<file path="config.mk">
export PLATFORM = sky130hd
export DESIGN_NAME = a2d_spi_resp
export DESIGN_NICKNAME = d
export VERILOG_FILES = /design/src/rtl/a2d_resp_pkg.sv /design/src/rtl/sync_edge_det.sv /design/src/rtl/a2d_spi_resp.sv
export SDC_FILE = /design/constraint.sdc
export NUM_CORES = 1
export LEC_CHECK = 0
export CORE_MARGIN = 4
export CORE_UTILIZATION = 40
export CTS_CLUSTER_DIAMETER = 30
export DETAILED_ROUTE_END_ITERATION = 8
export PLACE_DENSITY_LB_ADDON = 0.05
export SYNTH_ARGS = -nofsm -noshare
export SYNTH_HDL_FRONTEND = slang
export SYNTH_HIERARCHICAL = 1
export SYNTH_SLANG_ARGS = --single-unit
</file>
<file path="constraint.sdc">
create_clock -name clk -period 4.3 [get_ports clk]
set_input_delay 0.43 -clock clk [delete_from_list [all_inputs] [get_ports clk]]
set_output_delay 0.43 -clock clk [all_outputs]
set_load 0.05 [all_outputs]
</file>
<file path="src/rtl/a2d_resp_pkg.sv">
// Shared types and frame geometry for the A2D SPI responder.
package a2d_resp_pkg;

    localparam int FRAME_BITS = 16;
    localparam int DATA_BITS  = 12;
    localparam int CHNL_MSB   = 13;
    localparam int CHNL_LSB   = 11;
    localparam int CHNL_W     = CHNL_MSB - CHNL_LSB + 1;
    localparam int NUM_CHNL   = 1 << CHNL_W;
    localparam int CNT_W      = 5;

    localparam logic [CNT_W-1:0] CNT_FULL = CNT_W'(FRAME_BITS);
    localparam logic [CNT_W-1:0] CNT_SAT  = CNT_W'(FRAME_BITS + 1);

    typedef enum logic [1:0] {
        IDLE,
        SHIFT,
        FINISH
    } state_t;

endpackage

</file>
<file path="src/rtl/sync_edge_det.sv">
// Two-flop synchronizer for an asynchronous pin plus a third flop for
// rise/fall detection on the synchronized level.
module sync_edge_det #(
    parameter logic RST_VAL = 1'b0
) (
    input  logic clk,
    input  logic rst,
    input  logic i_async,
    output logic o_level,
    output logic o_rise,
    output logic o_fall
);

    logic r_s1, r_s2, r_s3;

    always_ff @(posedge clk or posedge rst) begin
        if (rst) begin
            r_s1 <= RST_VAL;
            r_s2 <= RST_VAL;
            r_s3 <= RST_VAL;
        end else begin
            r_s1 <= i_async;
            r_s2 <= r_s1;
            r_s3 <= r_s2;
        end
    end

    assign o_level = r_s2;
    assign o_rise  = r_s2 & ~r_s3;
    assign o_fall  = ~r_s2 & r_s3;

endmodule

</file>
<file path="src/rtl/a2d_spi_resp.sv">
// SPI responder standing in for the ADC128S: returns the register-file value of
// the channel named in the previous frame. Define A2D_RESP_INV_DATA_EN to send data inverted.
module a2d_spi_resp
    import a2d_resp_pkg::*;
#(
    parameter int unsigned SCLK_MIN_HALF = 4
) (
    input  logic                 clk,
    input  logic                 rst,
    input  logic                 SS_n,
    input  logic                 SCLK,
    input  logic                 MOSI,
    output logic                 MISO,
    input  logic                 wr_en,
    input  logic [CHNL_W-1:0]    wr_chnl,
    input  logic [DATA_BITS-1:0] wr_data,
    output logic [CHNL_W-1:0]    cmd_chnl,
    output logic                 frm_done,
    output logic                 frm_err
);

    localparam logic [7:0] MIN_HALF = 8'(SCLK_MIN_HALF);

    logic w_ss_lvl, w_ss_rise, w_ss_fall;
    logic w_unused_sclk_lvl, w_sclk_rise, w_sclk_fall;
    logic r_mosi_s1, r_mosi_s2;

    // Idle levels: SS_n deselected high, SCLK low, so reset never fakes an edge.
    sync_edge_det #(.RST_VAL(1'b1)) u_ss_sync (
        .clk     (clk),
        .rst     (rst),
        .i_async (SS_n),
        .o_level (w_ss_lvl),
        .o_rise  (w_ss_rise),
        .o_fall  (w_ss_fall)
    );

    sync_edge_det #(.RST_VAL(1'b0)) u_sclk_sync (
        .clk     (clk),
        .rst     (rst),
        .i_async (SCLK),
        .o_level (w_unused_sclk_lvl),
        .o_rise  (w_sclk_rise),
        .o_fall  (w_sclk_fall)
    );

    always_ff @(posedge clk or posedge rst) begin
        if (rst) begin
            r_mosi_s1 <= 1'b0;
            r_mosi_s2 <= 1'b0;
        end else begin
            r_mosi_s1 <= MOSI;
            r_mosi_s2 <= r_mosi_s1;
        end
    end

    logic [DATA_BITS-1:0] r_regs [NUM_CHNL];

    always_ff @(posedge clk or posedge rst) begin
        if (rst) begin
            for (int i = 0; i < NUM_CHNL; i++) r_regs[i] <= '0;
        end else if (wr_en) begin
            r_regs[wr_chnl] <= wr_data;
        end
    end

    state_t                  r_state;
    logic [FRAME_BITS-1:0]   r_tx;
    logic [CHNL_MSB:0]       r_rx;
    logic [CNT_W-1:0]        r_cnt;
    logic [CHNL_W-1:0]       r_cmd_chnl;
    logic                    r_frm_done, r_frm_err;
    logic [FRAME_BITS-1:0]   w_load_word;

`ifdef A2D_RESP_INV_DATA_EN
    assign w_load_word = {{(FRAME_BITS-DATA_BITS){1'b0}}, ~r_regs[r_cmd_chnl]};
`else
    assign w_load_word = {{(FRAME_BITS-DATA_BITS){1'b0}}, r_regs[r_cmd_chnl]};
`endif

    // rx only keeps the bits up to the channel field; older bits fall off the top.
    always_ff @(posedge clk or posedge rst) begin
        if (rst) begin
            r_state    <= IDLE;
            r_tx       <= '0;
            r_rx       <= '0;
            r_cnt      <= '0;
            r_cmd_chnl <= '0;
            r_frm_done <= 1'b0;
            r_frm_err  <= 1'b0;
        end else begin
            r_frm_done <= 1'b0;
            r_frm_err  <= 1'b0;
            case (r_state)
                IDLE: begin
                    if (w_ss_fall) begin
                        r_state <= SHIFT;
                        r_tx    <= w_load_word;
                        r_cnt   <= '0;
                        r_rx    <= '0;
                    end
                end
                SHIFT: begin
                    if (w_ss_rise) begin
                        r_state <= FINISH;
                    end else begin
                        if (w_sclk_rise) begin
                            r_rx <= {r_rx[CHNL_MSB-1:0], r_mosi_s2};
                            if (r_cnt != CNT_SAT) r_cnt <= r_cnt + CNT_W'(1);
                        end
                        if (w_sclk_fall) r_tx <= {r_tx[FRAME_BITS-2:0], 1'b0};
                    end
                end
                FINISH: begin
                    r_state <= IDLE;
                    if (r_cnt == CNT_FULL) begin
                        r_cmd_chnl <= r_rx[CHNL_MSB:CHNL_LSB];
                        r_frm_done <= 1'b1;
                    end else begin
                        r_frm_err  <= 1'b1;
                    end
                end
                default: r_state <= IDLE;
            endcase
        end
    end

    // MISO is quiet as soon as the synchronized select goes high.
    assign MISO     = (r_state == SHIFT) & ~w_ss_lvl & r_tx[FRAME_BITS-1];
    assign cmd_chnl = r_cmd_chnl;
    assign frm_done = r_frm_done;
    assign frm_err  = r_frm_err;

    logic [7:0] r_half_cnt;

    always_ff @(posedge clk or posedge rst) begin
        if (rst) begin
            r_half_cnt <= '1;
        end else begin
            if (r_state == SHIFT && (w_sclk_rise || w_sclk_fall))
                assert (r_half_cnt >= MIN_HALF);
            if (w_sclk_rise || w_sclk_fall) r_half_cnt <= 8'd1;
            else if (r_half_cnt != '1)      r_half_cnt <= r_half_cnt + 8'd1;
        end
    end

endmodule

</file>
==> results of run 1 <==
-- cell type report --
type                       count  area (um^2)  area share
timing repair buffer          34          320      0.0428
tap                          216          270      0.0361
sequential                   146         3660       0.488
clock inverter                 9          155      0.0207
inverter                       9         38.8     0.00518
multi-input combinational    315         2590       0.345
clock buffer                  21          460      0.0615
-- registers in the layout (all words and copies together) (netlist names) --
register / flops
frm_err: 1
cmd_chnl: 3
u_sclk_sync/r_s3: 1
r_mosi_s1: 1
r_mosi_s2: 1
u_ss_sync/o_level: 1
u_sclk_sync/o_level: 1
r_tx: 16
r_rx: 14
r_cnt: 5
frm_done: 1
u_ss_sync/r_s3: 1
u_ss_sync/r_s1: 1
u_sclk_sync/r_s1: 1
r_state: 2
r_regs: 96
-- per-stage QoR --
step                std cells  area, um^2   util  hold slack, ns  worst slack (ns)
floorplan                 497        6420      -           0.184             0.117
global placement          720        6870  0.434           0.343              1.49
detailed placement        720        6870  0.434           0.340              1.43
CTS                       750        7490  0.473           0.310              1.19
global route              750        7490  0.473           0.328              1.04
finish                    750        7490  0.473           0.323              1.21
-- per-layer routing --
metal  track usage  up-vias  wire, um
met4        0.0617        0       217
met5             0        -         0
met3        0.0406       19       396
met1         0.208     1991      6130
met2         0.283       46      7060
li1              -     1840         -
-- report_power, final --
part	internal, mW	switching [mW]
clock network	0.996	0.549
logic	0.298	0.235
registers	1.66	0.167
total	2.95	0.951
-- synth_stat cells, types with 6 or more instances --
cell,instances
nand3_1,8
dfrtp_1,143
buf_2,8
a211oi_1,10
nand2b_1,6
mux2i_1,34
clkbuf_1,9
nor2_1,13
o21ai_0,20
o22ai_1,22
nand2_1,42
buf_4,8
mux2_2,106
inv_1,9
a21oi_1,14
-- kinds of logic (layout without fill, tap and decap cells) --
| logic type | after synthesis | after routing | synth area share |
|---|---|---|---|
| and+or+nand+nor | 94 | 94 | 0.0764 |
| DFF | 146 | 146 | 0.569 |
| muxes | 145 | 145 | 0.251 |
| AOI/OAI and AO/OA | 73 | 73 | 0.0688 |
| adders and majority gates | 3 | 3 | 0.00585 |
| buffers and inverters | 36 | 73 | 0.0284 |
-- layout by cell type (no fill, tap or decap), types with 10 or more instances in the layout --
master           Yosys  final
a211oi_1            10     10
a21oi_1             14     14
nand2_1             42     42
o21ai_0             20     20
mux2i_1             34     34
clkbuf_16            0     17
o22ai_1             22     22
clkdlybuf4s50_1      0     26
mux2_2             106    106
nor2_1              13     13
dfrtp_1            143    143
-- final timing paths --
path	from	endpoint	slack, ns	cells past startpoint
worst max register to register	r_state[0]	r_tx[3]	1.71	4
max in group asynchronous	rst	cmd_chnl[2]	2.79	3
worst max-delay path	r_state[0]	MISO	1.21	3
min in group clk	u_sclk_sync/r_s1	u_sclk_sync/o_level	0.35	0
worst min-delay path	rst	u_sclk_sync/r_s1	0.32	2
worst min register to register	u_sclk_sync/r_s1	u_sclk_sync/o_level	0.35	0
-- worst max-delay path, delay by kind of cell (launching register included) --
| kind | cells | cell delay [ns] |
|---|---|---|
| buffers and inverters | 1 | 0.79 |
| flip-flops | 1 | 0.93 |
| AND/OR/NAND/NOR | 2 | 0.52 |
==> impl_metrics.ini, run 1 <==
[run_status]
status = completed

[yosys]
yosysTopAreaCellShare = 0.557
netlist_instances = 497
synth-seq-cells = 146
syn_nets = 521
synth-warning-count = 6
ys_seq_area_frac = 0.569
synth-main-ff-cell = dfrtp_1
synth_edf_count = 0
synthTopCellsByArea = dfrtp_1 56%, mux2_2 19%, mux2i_1 5.3%
syn_area_per_cell_um2 = 12.9
async_flop_share = 1.00
synth_area_um2 = 6420
synth_area_leader_cell = dfrtp_1
synthDistinctLibCells = 40

[detailed_routing]
ant_nets = 0
drt-initial-drc-count = 125
wl_um = 13800
firstDrtPassIters = 4
num_vias = 3896
vias_per_cell = 5.19
drc = 0
avgRoutedWirePerCell_um = 18.4

[layout]
area_growth_pct = 16.6
drive_above_1_share = 0.292
num-fill-cells = 1451
fin_nets = 547
antenna_cells = 0

[sta]
post-route-period-util = 0.718
skew_ns = 0.00714
drv_slew = 0
finalHoldViolCount = 0
max_slew.worst_pin.slew_ns = 1.34
relSlewSlack = 0.102
tns_ns = 0
setup_violations = 0
min_period_ns = 3.09
max_freq_ghz = 0.324
rsz0062_at_grt = false

[clock_network]
cts_resized = 0
clock-sinks = 146
cts_htree_levels = 4
hold_buffers = 0
numCtsBuffers = 17
path_clk_slew_ns = 0.06
clock_latency_ns = 0.42
cts_setup_buffers = 0
ctsLongestPathBuffers = 2
cts_root_buf = clkbuf_16
cts_tree = yes

[global_routing]
antenna_found_initial = 0
grt_pass1_vias = 4235
grt_pass1_wl_um = 23100
grt_start_max_net_pins = 95
grt_usage = 0.167
globalRouteOverflowTotal = 0

[worst_setup_path]
critPathArrivalTime_ns = 2.66
cp-end-kind = output port
cp_cell_sequence = nor2b_1 -> and3b_1 -> clkdlybuf4s50_1
max_stage_delay_ns = 0.93
slowest_stage = dfrtp_1
cp-start-kind = flip-flop
critPathKind = reg -> out
crit_fanout = 29
crit_required_ns = 3.87

[place]
io_buffers = 26
place.gp.congestion = 0.724
dp_hpwl_um = 8710

[floorplan]
die-area_um2 = 18100
die_w_um = 135
coreArea_um2 = 15800
die_y_um = 135
std_cell_rows = 46
initial_core_util = 0.406
ios = 27

[power_and_ir_drop]
power_mw = 3.90
power.density_nw_per_um2 = 521
ir_drop_uv = 292
leakage_nw = 3.06

[job]
cap_violations = 0

[worst_hold_path]
hold_path.class = in -> async
No activity file was read; power rests on OpenSTA's default activity.
==> run 2: changes to the inputs <==
==> constraint.sdc (replaced) <==
create_clock -name clk -period 2.6 [get_ports clk]
set_input_delay 0.26 -clock clk [delete_from_list [all_inputs] [get_ports clk]]
set_output_delay 0.26 -clock clk [all_outputs]
set_load 0.05 [all_outputs]
==> run 2 against run 1 <==
Non-clock buffer count increased by 16. Combinational power increased by 77%. Largest power group unchanged. Routed wire length down 0.18%. Die area is the same. Clock power increased by 68%. Critical path type unchanged. Critical path depth grew 1. Sequential cell count is the same. First-iteration DRC count is 45% higher.
==> impl_metrics.ini, run 2 (synthesis results as in run 1) <==
[power_and_ir_drop]
switching_power_mw = 1.59
p_int_mw = 4.95
ir_drop_uv = 582
seq_power_share = 0.460
leakage_nw = 3.17
power.density_nw_per_um2 = 849
clockPowerShare = 0.396
combPwrFrac = 0.144
switching_share = 0.243

[floorplan]
die-area_um2 = 18100
die_y_um = 135
ios = 27
std_cell_rows = 46
coreArea_um2 = 15800
initial_core_util = 0.406
die_w_um = 135

[clock_network]
cts_tree = yes
cts_setup_buffers = 0
cts_resized = 0
cts_htree_levels = 4
ctsLongestPathBuffers = 2
clock-sinks = 146
numCtsBuffers = 17
clock_latency_ns = 0.42
hold_buffers = 0
path_clk_slew_ns = 0.06
cts_root_buf = clkbuf_16

[sta]
drv_slew = 0
setup_violations = 0
min_period_ns = 2.19
skew_ns = 0.00596
post-route-period-util = 0.843
max_freq_ghz = 0.456
rsz0062_at_grt = false
finalHoldViolCount = 0
max_slew.worst_pin.slew_ns = 0.912
relSlewSlack = 0.390
tns_ns = 0

[detailed_routing]
wl_um = 13800
avgRoutedWirePerCell_um = 17.9
num_vias = 3964
ant_nets = 0
firstDrtPassIters = 4
drt-initial-drc-count = 181
drc = 0
vias_per_cell = 5.16

[layout]
num-fill-cells = 1432
antenna_cells = 0
largest_registers = r_regs: 96 flops, r_tx: 16 flops, r_rx: 14 flops
final_common_cell = dfrtp_1
largest_register_ffs = 96
stdcell_area_um2 = 7690
mostFrequentLayoutCells = 143 x dfrtp_1, 106 x mux2_2, 42 x nand2_1, 34 x mux2i_1, 23 x clkdlybuf4s50_1
fin_nets = 563
top_register = r_regs
area_growth_pct = 19.8
drive_above_1_share = 0.317

[place]
placed_area_um2 = 7060
place.gp.congestion = 0.735
dp_hpwl_um = 8950
io_buffers = 26

[global_routing]
grt_pass1_wl_um = 23000
grt_pass1_vias = 4197
grt_start_max_net_pins = 34
antenna_found_initial = 0
globalRouteOverflowTotal = 0
grt_usage = 0.165

[worst_setup_path]
r2r_setup_slack_ns = 0.60
cp-start-kind = flip-flop
critPathKind = reg -> out
cp-end-kind = output port
crit_required_ns = 2.34
crit_fanout = 20
critPathArrivalTime_ns = 1.93

[worst_hold_path]
hold_path.class = in -> async

[run_status]
status = completed

[job]
cap_violations = 0
-- run 2: changes by cell type in the layout (fill, tap and decap cells not counted), sizes merged --
cell           previous run  this run
buf                       8        27
clkbuf                   21        24
clkdlybuf4s50            26        23
clkinv                    3         1
clkinvlp                  1         3
inv                      10         9
-- run 2: path summary, 6_finish.rpt --
kind | from | to | cells past startpoint
worst max-delay path | r_state[0] | MISO | 4
worst min-delay path | rst | u_sclk_sync/r_s1 | 2
worst max register to register | cmd_chnl[0] | r_tx[5] | 4
worst min register to register | u_sclk_sync/r_s1 | u_sclk_sync/o_level | 0
max in group asynchronous | rst | r_rx[10] | 3
min in group clk | SS_n | u_ss_sync/r_s1 | 1
-- run 2: metal layers --
| layer | GRT usage | vias to the layer above | wire length, um |
|---|---|---|---|
| met5 | 0 | - | 0 |
| met1 | 0.217 | 2024 | 6460 |
| met3 | 0.0421 | 17 | 424 |
| met4 | 0.0424 | 0 | 148 |
| met2 | 0.273 | 46 | 6750 |
| li1 | - | 1877 | - |
-- run 2: area by class of cell --
cell class / instances / area, um^2 / area share
Tap cell: 216 / 270 / 0.0351
Multi-Input combinational cell: 315 / 2590 / 0.336
Sequential cell: 146 / 3660 / 0.476
Clock inverter: 8 / 149 / 0.0194
Clock buffer: 24 / 482 / 0.0626
Inverter: 9 / 37.5 / 0.00488
Timing Repair Buffer: 50 / 508 / 0.0660
-- run 2: power groups by stage --
| stage | logic, mW | clock network (mW) | registers (mW) |
|---|---|---|---|
| after floorplan | 0.734 | 0 | 2.96 |
| after global placement | 0.925 | 0 | 3.04 |
| after detailed placement | 0.956 | 0 | 3.04 |
| after CTS | 0.961 | 2.65 | 3.00 |
| after global routing | 1.06 | 2.76 | 3.06 |
| final | 0.941 | 2.59 | 3.00 |
-- run 2: critical path, stage by stage, from the launching register on --
cell and delay [ns]:
dfrtp_1 0.51, buf_4 0.30, nor2b_1 0.29, and3b_1 0.21, buf_4 0.20
-- run 2: metrics by stage --
step                setup WS (ns)  power, mW  cells  hold slack [ns]   util
finish                      0.409       6.53    768            0.120  0.486
global route                0.269       6.88    768            0.146  0.486
CTS                         0.370       6.61    768            0.113  0.486
detailed placement          0.586       4.00    736            0.339  0.446
global placement            0.653       3.96    736            0.339  0.446
floorplan                   0.591       3.69    497           0.0136      -
